**src/rtl/halflife_ctrl.sv**
```systemverilog
// -----------------------------------------------------------------------------
// halflife_ctrl
//
// Command sequencer for an N-bit up/down count register. A run loads
// init_val, then issues paced decrement strobes until the fed-back count
// reaches zero. Every time the count has halved since the last half-life
// point, `half` pulses.
//
// Optional feature macro: HALFLIFE_DOUBLING_EN
//   defined   : step interval doubles (saturating) at each half-life point
//   undefined : step interval is constant for the whole run
//
// Ports
//   clk, rst            single clock, synchronous active-high reset
//   start               begin a run (sampled in IDLE only)
//   abort               cancel a run, IDLE on the next edge
//   boost               request one increment while waiting
//   init_val [N]        load value, captured on accepted start
//   period   [PW]       WAIT cycles per step, captured on start (0 -> 1)
//   count    [N]        registered count from the count register
//   cmd_load/up/down    command strobes to the count register
//   cmd_val  [N]        load value presented with cmd_load
//   busy                high in every state except IDLE
//   half                one-cycle pulse at each half-life point
//   done                one-cycle pulse on normal completion
// -----------------------------------------------------------------------------
module halflife_ctrl #(
  parameter int N          = 4,
  parameter int PRESCALE_W = 8
) (
  input  logic                  clk,
  input  logic                  rst,
  input  logic                  start,
  input  logic                  abort,
  input  logic                  boost,
  input  logic [N-1:0]          init_val,
  input  logic [PRESCALE_W-1:0] period,
  input  logic [N-1:0]          count,
  output logic                  cmd_load,
  output logic                  cmd_up,
  output logic                  cmd_down,
  output logic [N-1:0]          cmd_val,
  output logic                  busy,
  output logic                  half,
  output logic                  done
);

  typedef enum logic [2:0] {
    ST_IDLE   = 3'd0,
    ST_LOAD   = 3'd1,
    ST_SETTLE = 3'd2,
    ST_WAIT   = 3'd3,
    ST_STEP   = 3'd4,
    ST_DONE   = 3'd5
  } state_t;

  localparam logic [N-1:0]          CNT_MAX  = {N{1'b1}};
  localparam logic [N-1:0]          CNT_ZERO = {N{1'b0}};
  localparam logic [PRESCALE_W-1:0] ITV_MAX  = {PRESCALE_W{1'b1}};
  localparam logic [PRESCALE_W-1:0] ITV_ZERO = {PRESCALE_W{1'b0}};
  localparam logic [PRESCALE_W-1:0] ITV_ONE  = {{(PRESCALE_W-1){1'b0}}, 1'b1};
  localparam logic [N-1:0]          CNT_ONE  = {{(N-1){1'b0}}, 1'b1};

  state_t                  state_r, state_s;
  logic [PRESCALE_W-1:0]   interval_r, interval_s;
  logic [PRESCALE_W-1:0]   timer_r, timer_s;
  logic [N-1:0]            level_r, level_s;
  logic [N-1:0]            cmd_val_r, cmd_val_s;
  // The half-life check is only meaningful when the SETTLE follows a STEP.
  logic                    prev_step_r;
  logic                    up_s;
  logic                    half_s;

  // Interval to use after a half-life point.
  function automatic logic [PRESCALE_W-1:0] next_interval(input logic [PRESCALE_W-1:0] v);
`ifdef HALFLIFE_DOUBLING_EN
    if (v[PRESCALE_W-1]) begin
      return ITV_MAX;
    end else begin
      return {v[PRESCALE_W-2:0], 1'b0};
    end
`else
    return v;
`endif
  endfunction

  // State and datapath registers.
  always_ff @(posedge clk) begin
    if (rst) begin
      state_r     <= ST_IDLE;
      interval_r  <= ITV_ZERO;
      timer_r     <= ITV_ZERO;
      level_r     <= CNT_ZERO;
      cmd_val_r   <= CNT_ZERO;
      prev_step_r <= 1'b0;
    end else begin
      state_r     <= state_s;
      interval_r  <= interval_s;
      timer_r     <= timer_s;
      level_r     <= level_s;
      cmd_val_r   <= cmd_val_s;
      prev_step_r <= (state_r == ST_STEP);
    end
  end

  // Next-state, datapath updates and the two count-dependent strobes.
  always_comb begin
    state_s    = state_r;
    interval_s = interval_r;
    timer_s    = timer_r;
    level_s    = level_r;
    cmd_val_s  = cmd_val_r;
    up_s       = 1'b0;
    half_s     = 1'b0;

    if (abort && (state_r != ST_IDLE)) begin
      // Abort wins over everything, including a same-cycle boost.
      state_s = ST_IDLE;
    end else begin
      case (state_r)
        ST_IDLE: begin
          if (start) begin
            cmd_val_s  = init_val;
            interval_s = (period == ITV_ZERO) ? ITV_ONE : period;
            level_s    = init_val;
            state_s    = ST_LOAD;
          end else begin
            state_s = ST_IDLE;
          end
        end
        ST_LOAD: begin
          state_s = ST_SETTLE;
        end
        ST_SETTLE: begin
          if (prev_step_r && (count <= (level_r >> 1'b1))) begin
            half_s     = 1'b1;
            level_s    = count;
            interval_s = next_interval(interval_r);
          end else begin
            interval_s = interval_r;
          end
          if (count == CNT_ZERO) begin
            state_s = ST_DONE;
          end else begin
            // Uses the possibly-doubled interval so the new pace starts now.
            timer_s = interval_s;
            state_s = ST_WAIT;
          end
        end
        ST_WAIT: begin
          timer_s = timer_r - ITV_ONE;
          if (boost && (count != CNT_MAX)) begin
            up_s    = 1'b1;
            level_s = count + CNT_ONE;
            state_s = ST_SETTLE;
          end else if (timer_r == ITV_ONE) begin
            state_s = ST_STEP;
          end else begin
            state_s = ST_WAIT;
          end
        end
        ST_STEP: begin
          state_s = ST_SETTLE;
        end
        ST_DONE: begin
          state_s = ST_IDLE;
        end
        default: begin
          state_s = ST_IDLE;
        end
      endcase
    end
  end

  assign cmd_load = (state_r == ST_LOAD);
  assign cmd_down = (state_r == ST_STEP);
  assign done     = (state_r == ST_DONE);
  assign busy     = (state_r != ST_IDLE);
  assign cmd_up   = up_s;
  assign half     = half_s;
  assign cmd_val  = cmd_val_r;

endmodule

```
**config.mk**
```make
export PLATFORM = sky130hd
export DESIGN_NAME = halflife_ctrl
export DESIGN_NICKNAME = d
export VERILOG_FILES = /design/src/rtl/halflife_ctrl.sv
export SDC_FILE = /design/constraint.sdc
export NUM_CORES = 1
export LEC_CHECK = 0
export BUFFER_PORTS_ARGS = -buffer_cell sky130_fd_sc_hd__buf_2
export CAP_MARGIN = 20
export CORE_UTILIZATION = 45
export DETAILED_ROUTE_END_ITERATION = 10
export PLACE_DENSITY = 0.7
export REMOVE_ABC_BUFFERS = 1
export SLEW_MARGIN = 20
export SYNTH_ARGS = -nofsm -noshare
export SYNTH_HDL_FRONTEND = slang
export SYNTH_SLANG_ARGS = --single-unit
```
**constraint.sdc**
```tcl
create_clock -name clk -period 3.3 [get_ports clk]
set_clock_uncertainty 0.15 [all_clocks]
set_input_delay 0.495 -clock clk [delete_from_list [all_inputs] [get_ports clk]]
set_output_delay 0.495 -clock clk [all_outputs]
set_load 0.01 [all_outputs]
```
==> results of run 1 <==
[critical path, stage by stage (launching register included)]
cell,delay [ns]
dfxtp_1,0.33
inv_1,0.05
ha_1,0.30
and3b_1,0.18
o21ai_1,0.18
nand2_1,0.08
nor4_1,0.20
buf_2,0.17
[sequential cells by signal, indices dropped and copies added, names as in the netlist]
register,cells
timer_r,8
cmd_val,4
state_r,3
level_r,3
prev_step_r,1
interval_r,8
[path summary, 6_finish.rpt]
path	slack [ns]	startpoint	depth (start not counted)	to
worst max register to register	1.29	level_r[3]	7	level_r[2]
worst min-delay path	0.22	init_val[0]	3	cmd_val[0]
worst min register to register	0.31	interval_r[1]	2	interval_r[1]
worst max-delay path	0.85	level_r[3]	7	half
[placed cells by master, fill, tap and decap left out, types with 2 or more instances in the layout]
cell type  Yosys  final
a21oi_1       29     29
and2_1         4      4
buf_2          5     30
clkbuf_4       0      3
dfxtp_1       27     27
ha_1           7      7
inv_1          9      9
mux2i_1        3      3
nand2_1       36     36
nand2b_1       3      3
nand3_1        5      5
nand3b_1       2      2
nor2_1        11     11
nor3_1         6      6
nor3b_1        3      3
o21ai_0        4      4
o21ai_1        9      9
o22ai_1        2      2
o31ai_1        3      3
or4_1          3      3
xnor2_1        2      2
[per-layer routing]
layer | wire (µm) | share of wire
met5 | 0 | 0
met1 | 1758 | 0.52
met4 | 21 | 0.0062
met3 | 88 | 0.026
met2 | 1514 | 0.45
[metrics by stage]
| stage | setup WS, ns | total power [mW] | utilization | instances |
|---|---|---|---|---|
| 4_1_cts | 0.8251 | 0.6996 | 0.5298 | 275 |
| 3_5_place_dp | 0.8923 | 0.5494 | 0.5208 | 271 |
| 6_report | 0.8451 | 0.6912 | 0.5298 | 275 |
| 2_1_floorplan | 1.085 | 0.4889 | - | 194 |
| 3_3_place_gp | 0.9280 | 0.5493 | 0.5208 | 271 |
| 5_1_grt | 0.7045 | 0.7392 | 0.5298 | 275 |
[kinds of logic (layout without fill, tap and decap cells)]
| group | count (synthesis) | count (layout) | share of synthesized area |
|---|---|---|---|
| xor gates and xnor gates | 2 | 2 | 0.01096 |
| buffers and inverters | 20 | 44 | 0.06024 |
| adders and majority gates | 8 | 8 | 0.06181 |
| AOI/OAI and AO/OA | 56 | 56 | 0.2042 |
| DFF | 27 | 27 | 0.3380 |
| and+or+nand+nor | 89 | 89 | 0.3060 |
| muxes | 3 | 3 | 0.01878 |
[area by class of cell]
type,count,area (µm²),area share
Inverter,9,33.78,0.01896
Clock buffer,3,22.52,0.01264
Tap cell,46,57.56,0.03230
Multi-Input combinational cell,158,962.2,0.5400
Timing Repair Buffer,31,157.7,0.08848
Clock inverter,1,7.507,0.004213
Sequential cell,27,540.5,0.3034
[power groups by stage]
| stage | combinational (mW) | clock (mW) | sequential [mW] |
|---|---|---|---|
| global route | 0.200 | 0.165 | 0.375 |
| detailed placement | 0.172 | 0 | 0.377 |
| global placement | 0.172 | 0 | 0.377 |
| finish | 0.174 | 0.147 | 0.370 |
| floorplan | 0.115 | 0 | 0.374 |
| CTS | 0.173 | 0.156 | 0.370 |
==> results.md, run 1 <==
- Period utilisation layout: 0.7439
- Core ar.: 3363 µm²
- Pwr Density: 388.0 nW/µm²
- Top FF cell, synth: dfxtp_1
- Post-DP HPWL: 2460 µm
- Async SR Flop Fraction: 0
- Die ar.: 3796 µm²
- Worst setup path class: register to primary output
- Final hold vios: 0
- Layout area overhead: 11.42%
- Ant. Diodes: 0
- Sw Share: 0.3231
- Switch Pwr: 0.2234 mW
- Met2 GRT Util: 0.3149
- Postcts setup bufs: 0
- Setup Viol. Count Final: 0
- TritonCTS clock tree: done
- H-tree levels: 1
- Top cell type's share of synthesized area: 0.3380
- Setup crit end kind: primary output
- Area contributors post-synth: dfxtp_1 (34%), a21oi_1 (9.1%), nand2_1 (8.5%), ha_1 (5.5%), o21ai_1 (2.8%)
- Worst slew pin tran: 0.5355 ns
- Pins Over Slew Limit: 0
- Number of synthesized flops with an enable pin: 0
- Die width: 61.61 µm
- Crit path DAT: 1.81 ns
- Mean Syn Cell Area: 7.800 µm²
- Cells after synthesis: 205
- Wire per inst: 12.30 µm
- Post-Place Cell Area: 1752 µm²
- Port-buffer cells: 30
- Clk pwr share: 0.213
- Initial DRC Count: 57
- Synth unique cells: 49
- Total gr overflow: 0
- Final wirelength: 3382 µm
- Antenna violations before repair: 0
- Vias: 1,468
- Most common cell in the synthesized netlist: nand2_1
- Top post-synthesis cells by count: nand2_1 (36), a21oi_1 (29), dfxtp_1 (27), nor2_1 (11)
- Slew HR: 0.6430
- CTS hold repair buffers: 0
- Largest area contributor in the netlist: dfxtp_1
- GRT Util Overall: 0.2079
- Synth Cell Area: 1599 µm²
- Fin Hold WS: 0.2243 ns
- Worst Path Required: 2.65 ns
- Die Y: 61.61 µm
- Worst-path maximum fanout: 3
- Met1 Usage GRT: 0.3095
- Fill count: 367
- RSZ-0062 raised after global routing: no
- CTS max path bufs: 2
- Largest net degree at the start of global routing: 29
- I/O pins: 31
- Initial Util: 0.4754
- Synthesized flop and latch total: 27
- Tmin final: 2.455 ns
- Ys Warns: 0
- Nets: 258
- Hold crit path type: input port to register
- Cts bufs inserted: 3
- Layout cell share with drive strength beyond 1: 0.1965
- Worst vdd ir: 233.2 µV
- GR peak layer: met2
- Sequential share of the synthesized area: 0.3380
- Drt drc: 0
- Routability Congestion: 0.8137
- Pint: 0.4679 mW
- 1st-pass router iterations: 4
- Post-CTS Resized: 0
- Clock slew at reported path FFs: 0.15 ns
- Row cnt: 21
- CTS root buffer: clkbuf_4
- Max Freq: 407.3 MHz
- Worst-Skew Late Latency: 0.33 ns
- Max Cap Viol: 0
- P_leak: 0.7096 nW
- Vias/cell: 5.338
- Setup_tns: 0 ns
- Global-route wire length before repair: 5885 µm
- Part of the power in registers: 0.535
- Vias in the first global route: 1,303
- Outcome: complete, no violations
- Comb power frac: 0.251
- Design area: 1782 µm²
- Met3 Resource Use GR: 0.02521
- Post-DRT Antenna Nets: 0
- # clock sinks: 27
- Critical Path Start Type: register
(Power assumes the default switching activity.)
==> run 2: changes to the inputs <==
Clock period 3.3 ns to 2.6 ns, I/O delays scaled along.
==> run 2 against run 1 <==
  * Clock-buffer cell count stayed put
  * Clock power is 33% higher
  * Global-route usage is 0.42 points higher
  * Sequential power is 27% higher
  * Hold slack worse by 0.11 ns
  * First-iteration DRC count is 7.0% lower
  * Via count is 0.20% higher
  * Wire length is 4.2% higher
  * Final cell count is 0.36% higher
  * Register-to-register slack worse by 0.73 ns
  * Combinational power is 29% higher
==> results.md, run 2 (synthesized netlist as in run 1, its figures left out) <==
- Nets: 259
- Wire per inst: 12.77 µm
- Outcome: complete, no violations
- Antenna violations before repair: 0
- Final hold vios: 0
- # clock sinks: 27
- Final Util: 0.5320
- I/O pins: 31
- Period utilisation layout: 0.9219
- Worst slew pin tran: 0.5349 ns
- Drt drc: 0
- Worst-Skew Late Latency: 0.33 ns
- Register area: 540.5 µm²
- Routability Congestion: 0.7991
- CTS root buffer: clkbuf_4
- Core ar.: 3363 µm²
- Worst-path maximum fanout: 3
- CTS max path bufs: 2
- DP Worst Slack: 0.3783 ns
- Die Y: 61.61 µm
- Max Cap Viol: 0
- Worst setup margin: 0.2030 ns
- Vias: 1,471
- Layout cell share with drive strength beyond 1: 0.2000
- Post-DP HPWL: 2555 µm
- Worst Path Required: 2.06 ns
- Setup_tns: 0 ns
- GRT Util Overall: 0.2121
- TritonCTS clock tree: done
- Setup crit end kind: primary output
- Max Freq: 417.2 MHz
- Die ar.: 3796 µm²
- Pins Over Slew Limit: 0
- Vias in the first global route: 1,253
- Worst vdd ir: 229.7 µV
- Hold crit path type: input port to register
- Post-DRT Antenna Nets: 0
- Fill count: 380
- Layout area overhead: 11.89%
- H-tree levels: 1
- Pwr Density: 497.7 nW/µm²
- Cts bufs inserted: 3
- Initial DRC Count: 53
- Largest net degree at the start of global routing: 29
- Tmin final: 2.397 ns
- Post-CTS Resized: 0
- Setup Viol. Count Final: 0
- Initial Util: 0.4754
- Multi-input combinational cell area: 962.2 µm²
- RSZ-0062 raised after global routing: no
- 1st-pass router iterations: 4
- Fin Hold WS: 0.1168 ns
- Critical Path Start Type: register
- Ant. Diodes: 0
- Slew HR: 0.6429
- CTS hold repair buffers: 0
- Worst setup path class: register to primary output
- Port-buffer cells: 30
- Final wirelength: 3525 µm
- Postcts setup bufs: 0
- Most frequent cells in the layout: nand2_1 (36), buf_2 (30), a21oi_1 (29)
- Crit path DAT: 1.86 ns
- Clock slew at reported path FFs: 0.16 ns
- P_leak: 0.7146 nW
- Vias/cell: 5.330
- Commonest non-fill, non-tap cell in the layout: nand2_1
- Row cnt: 21
- Die width: 61.61 µm
- Total gr overflow: 0
- Global-route wire length before repair: 5989 µm
-- run 2: critical path, stage by stage (launching register included) --
cell and delay (ns):
dfxtp_1 0.34, inv_1 0.06, ha_1 0.30, a21o_1 0.19, o21ai_1 0.18, nand2_1 0.07
nor4_1 0.22, buf_2 0.17
-- run 2: path summary, 6_finish.rpt --
kind / start / endpoint / slack (ns) / cells past startpoint
max reg2reg: level_r[3] / level_r[3] / 0.56 / 7
min: init_val[0] / cmd_val[0] / 0.12 / 3
max: level_r[3] / half / 0.20 / 7
min reg2reg: interval_r[1] / interval_r[1] / 0.32 / 2
-- run 2: final cells by class --
type | instances | share of cell area
inverters | 9 | 0.01888
repair buffers | 32 | 0.09231
multi-input cells | 158 | 0.5378
clock inverters | 1 | 0.004196
well taps | 46 | 0.03217
flip-flops and latches | 27 | 0.3021
clock buffers | 3 | 0.01259
-- run 2: metrics by stage --
| stage | cell area (µm²) | cells | total power, mW |
|---|---|---|---|
| finish | 1789 | 276 | 0.8905 |
| global route | 1789 | 276 | 0.9570 |
| CTS | 1789 | 276 | 0.8956 |
| detailed placement | 1759 | 272 | 0.7036 |
| global placement | 1759 | 272 | 0.7010 |
| floorplan | 1536 | 194 | 0.6205 |
-- run 2: per-layer routing --
layer | vias up | track usage | part of all wire
met5 | - | 0 | 0
met4 | 0 | 0.06667 | 0.013
met3 | 6 | 0.02521 | 0.036
met2 | 33 | 0.3072 | 0.42
met1 | 665 | 0.3240 | 0.53
li1 | 767 | - | -
-- run 2: report_power, final --
group / total, mW / internal [mW] / switching (mW) / leakage (nW)
registers: 0.470 / 0.443 / 0.0273 / 0.220
clock network: 0.195 / 0.0589 / 0.136 / 0.0139
logic: 0.225 / 0.0947 / 0.131 / 0.480
==> run 3: changes to the inputs <==
Settings changed: ABC_AREA set to 1, CELL_PAD_IN_SITES_DETAIL_PLACEMENT set to 1, CELL_PAD_IN_SITES_GLOBAL_PLACEMENT set to 1, CORE_UTILIZATION 45 to 38, PLACE_DENSITY 0.7 to 0.81.
==> run 3 against run 2 <==
  * The flow now finishes with violations (DRC)
  * Sequential cell count did not move
  * Global-route usage shrank 0.97 points
  * Clock-buffer cell count unchanged
  * Sequential share of layout area is essentially flat
  * Final cell count is 13% higher
  * Largest power group unchanged
  * Combinational power increased by 76%
  * Design area is essentially flat
  * Register-to-register slack better by 0.29 ns
  * Synthesized cell count grew 15%
  * Total power is 30% higher
==> results.md, run 3 <==
- Outcome: complete, but fails checks
- Failing checks: DRC
- Top post-synthesis cells by count: nand2_1 (42), nor2_1 (34), dfxtp_1 (27), inv_1 (27), a21oi_1 (20)
- Postcts setup bufs: 0
- Number of synthesized flops with an enable pin: 0
- Final wirelength: 3996 µm
- Most common cell in the synthesized netlist: nand2_1
- 1st-pass router iterations: 7
- Global-route wire length before repair: 6886 µm
- Worst Path Required: 2.06 ns
- CP cell instances: inv_2, nor2_4, inv_2, nor3_1, buf_2
- CTS hold repair buffers: 0
- Slew HR: 0.6578
- Register area: 540.5 µm²
- Worst-Skew Late Latency: 0.28 ns
- Final hold vios: 0
- Post-DRT Antenna Nets: 0
- I/O pins: 31
- Largest net degree at the start of global routing: 21
- P_leak: 0.8343 nW
- Layout cell share with drive strength beyond 1: 0.1863
- Area contributors post-synth: dfxtp_1 (34%), nand2_1 (10%), nor2_1 (8.1%), inv_1 (6.4%), a21oi_1 (6.3%)
- H-tree levels: 1
- Ys Warns: 0
- Top FF cell, synth: dfxtp_1
- Hold crit path type: input port to register
- Worst path most repeated cell: inv_2
- Die width: 66.44 µm
- GRT Util Overall: 0.2024
- Most frequent cells in the layout: nand2_1 (42), nor2_1 (34), buf_2 (30)
- Slowest CP cell: dfxtp_1
- Initial DRC Count: 50
- Total gr overflow: 0
- Die ar.: 4414 µm²
- Cells after synthesis: 235
- Cells after DPL: 309
- Routability Congestion: 0.8827
- Vias/cell: 5.099
- Synthesized flop and latch total: 27
- Worst-path maximum fanout: 13
- CTS max path bufs: 2
- Post-DP HPWL: 3162 µm
- Setup_tns: 0 ns
- TritonCTS clock tree: done
- Top cell type's share of synthesized area: 0.3426
- Drt drc: 1
- Port-buffer cells: 30
- Worst setup path class: register to primary output
- Setup crit start: state_r[0]
- Core ar.: 4000 µm²
- WP buf/inv: 3
- Cts bufs inserted: 3
- Worst slew pin tran: 0.5127 ns
- Ant. Diodes: 0
- Crit path DAT: 1.69 ns
- Row cnt: 23
- Max Freq: 448.5 MHz
- Setup Viol. Count Final: 0
- Initial Util: 0.3944
- Layout area overhead: 13.48%
- Async SR Flop Fraction: 0
- Synth Cell Area: 1578 µm²
- Nets: 292
- Mean Syn Cell Area: 6.714 µm²
- Multi-input combinational cell area: 872.1 µm²
- # clock sinks: 27
- Tmin final: 2.229 ns
- Clock slew at reported path FFs: 0.11 ns
- Wire per inst: 12.77 µm
- Worst r2r src: state_r[0]
- Antenna violations before repair: 0
- Hold_sp: period[0]
- Die Y: 66.44 µm
- CTS root buffer: clkbuf_8
- Fin Hold WS: 0.1750 ns
- Commonest non-fill, non-tap cell in the layout: nand2_1
- Pins Over Slew Limit: 0
- Post-CTS Resized: 0
- RSZ-0062 raised after global routing: no
- Fill count: 561
- Period utilisation layout: 0.8575
- Largest area contributor in the netlist: dfxtp_1
- Worst vdd ir: 299.8 µV
- Critical Path Start Type: register
- Synth unique cells: 26
- Family with the most delay on the worst path: flip-flops
- Setup crit end kind: primary output
- Vias: 1,596
- Max incr delay on CP: 0.49 ns
- Vias in the first global route: 1,523
- Final non-filler cell total: 313
- Pwr Density: 646.1 nW/µm²
- Sequential share of the synthesized area: 0.3426
- Max Cap Viol: 0
## run 3: changes by cell type after synthesis, sizes merged, moves of 7 or more
cell,change
nand3,+9
o21ai,+12
a21oi,-7
nand2,+10
inv,+22
nor2,+26
## run 3: per-stage QoR
| step | instance area, µm² | setup slack (ns) | utilization | total power [mW] |
|---|---|---|---|---|
| after floorplan | 1529 | 0.8358 | - | 0.7935 |
| after global placement | 1742 | 0.6548 | 0.4354 | 0.9048 |
| after detailed placement | 1742 | 0.6080 | 0.4354 | 0.9179 |
| after CTS | 1790 | 0.3493 | 0.4476 | 1.168 |
| after global routing | 1790 | 0.2287 | 0.4476 | 1.252 |
| final | 1790 | 0.3705 | 0.4476 | 1.157 |
## run 3: cell families (layout without fill, tap and decap cells)
logic type               count (synthesis)  after routing  share of synthesized area
XOR/XNOR                                 2              2                    0.01110
adder cells (fa/ha/maj)                  7              7                    0.05551
AO/OA/AOI/OAI                           53             53                     0.1800
AND/OR/NAND/NOR                        109            109                     0.3061
buffers and inverters                   37             65                     0.1047
flip-flops                              27             27                     0.3426
## run 3: area by class of cell
class	instances	share of cell area
Clock inverter	1	0.004193
Tap cell	50	0.03494
Sequential cell	27	0.3019
Clock buffer	3	0.02306
Timing Repair Buffer	30	0.08386
Inverter	31	0.06499
Multi-Input combinational cell	171	0.4871
## run 3: per-layer routing
metal	up-vias	part of all wire	GRT usage
met1	736	0.52	0.2759
met3	6	0.032	0.02414
met2	32	0.44	0.3316
met5	-	0	0
li1	822	-	-
met4	0	0.0060	0.05851
## run 3: final timing paths
check	to	slack (ns)	depth (start not counted)
setup / recovery	cmd_up	0.37	5
hold / removal	interval_r[0]	0.18	3
setup reg to reg	timer_r[4]	0.85	6
hold reg to reg	interval_r[4]	0.32	2
## run 3: worst min-delay path: stages
cell and delay, ns:
buf_2 0.08, a211oi_1 0.04, nor2_1 0.07
## run 3: report_power, final
group	switching (mW)	internal (mW)	total, mW
sequential	0.0358	0.472	0.508
clock	0.143	0.109	0.252
combinational	0.257	0.140	0.397
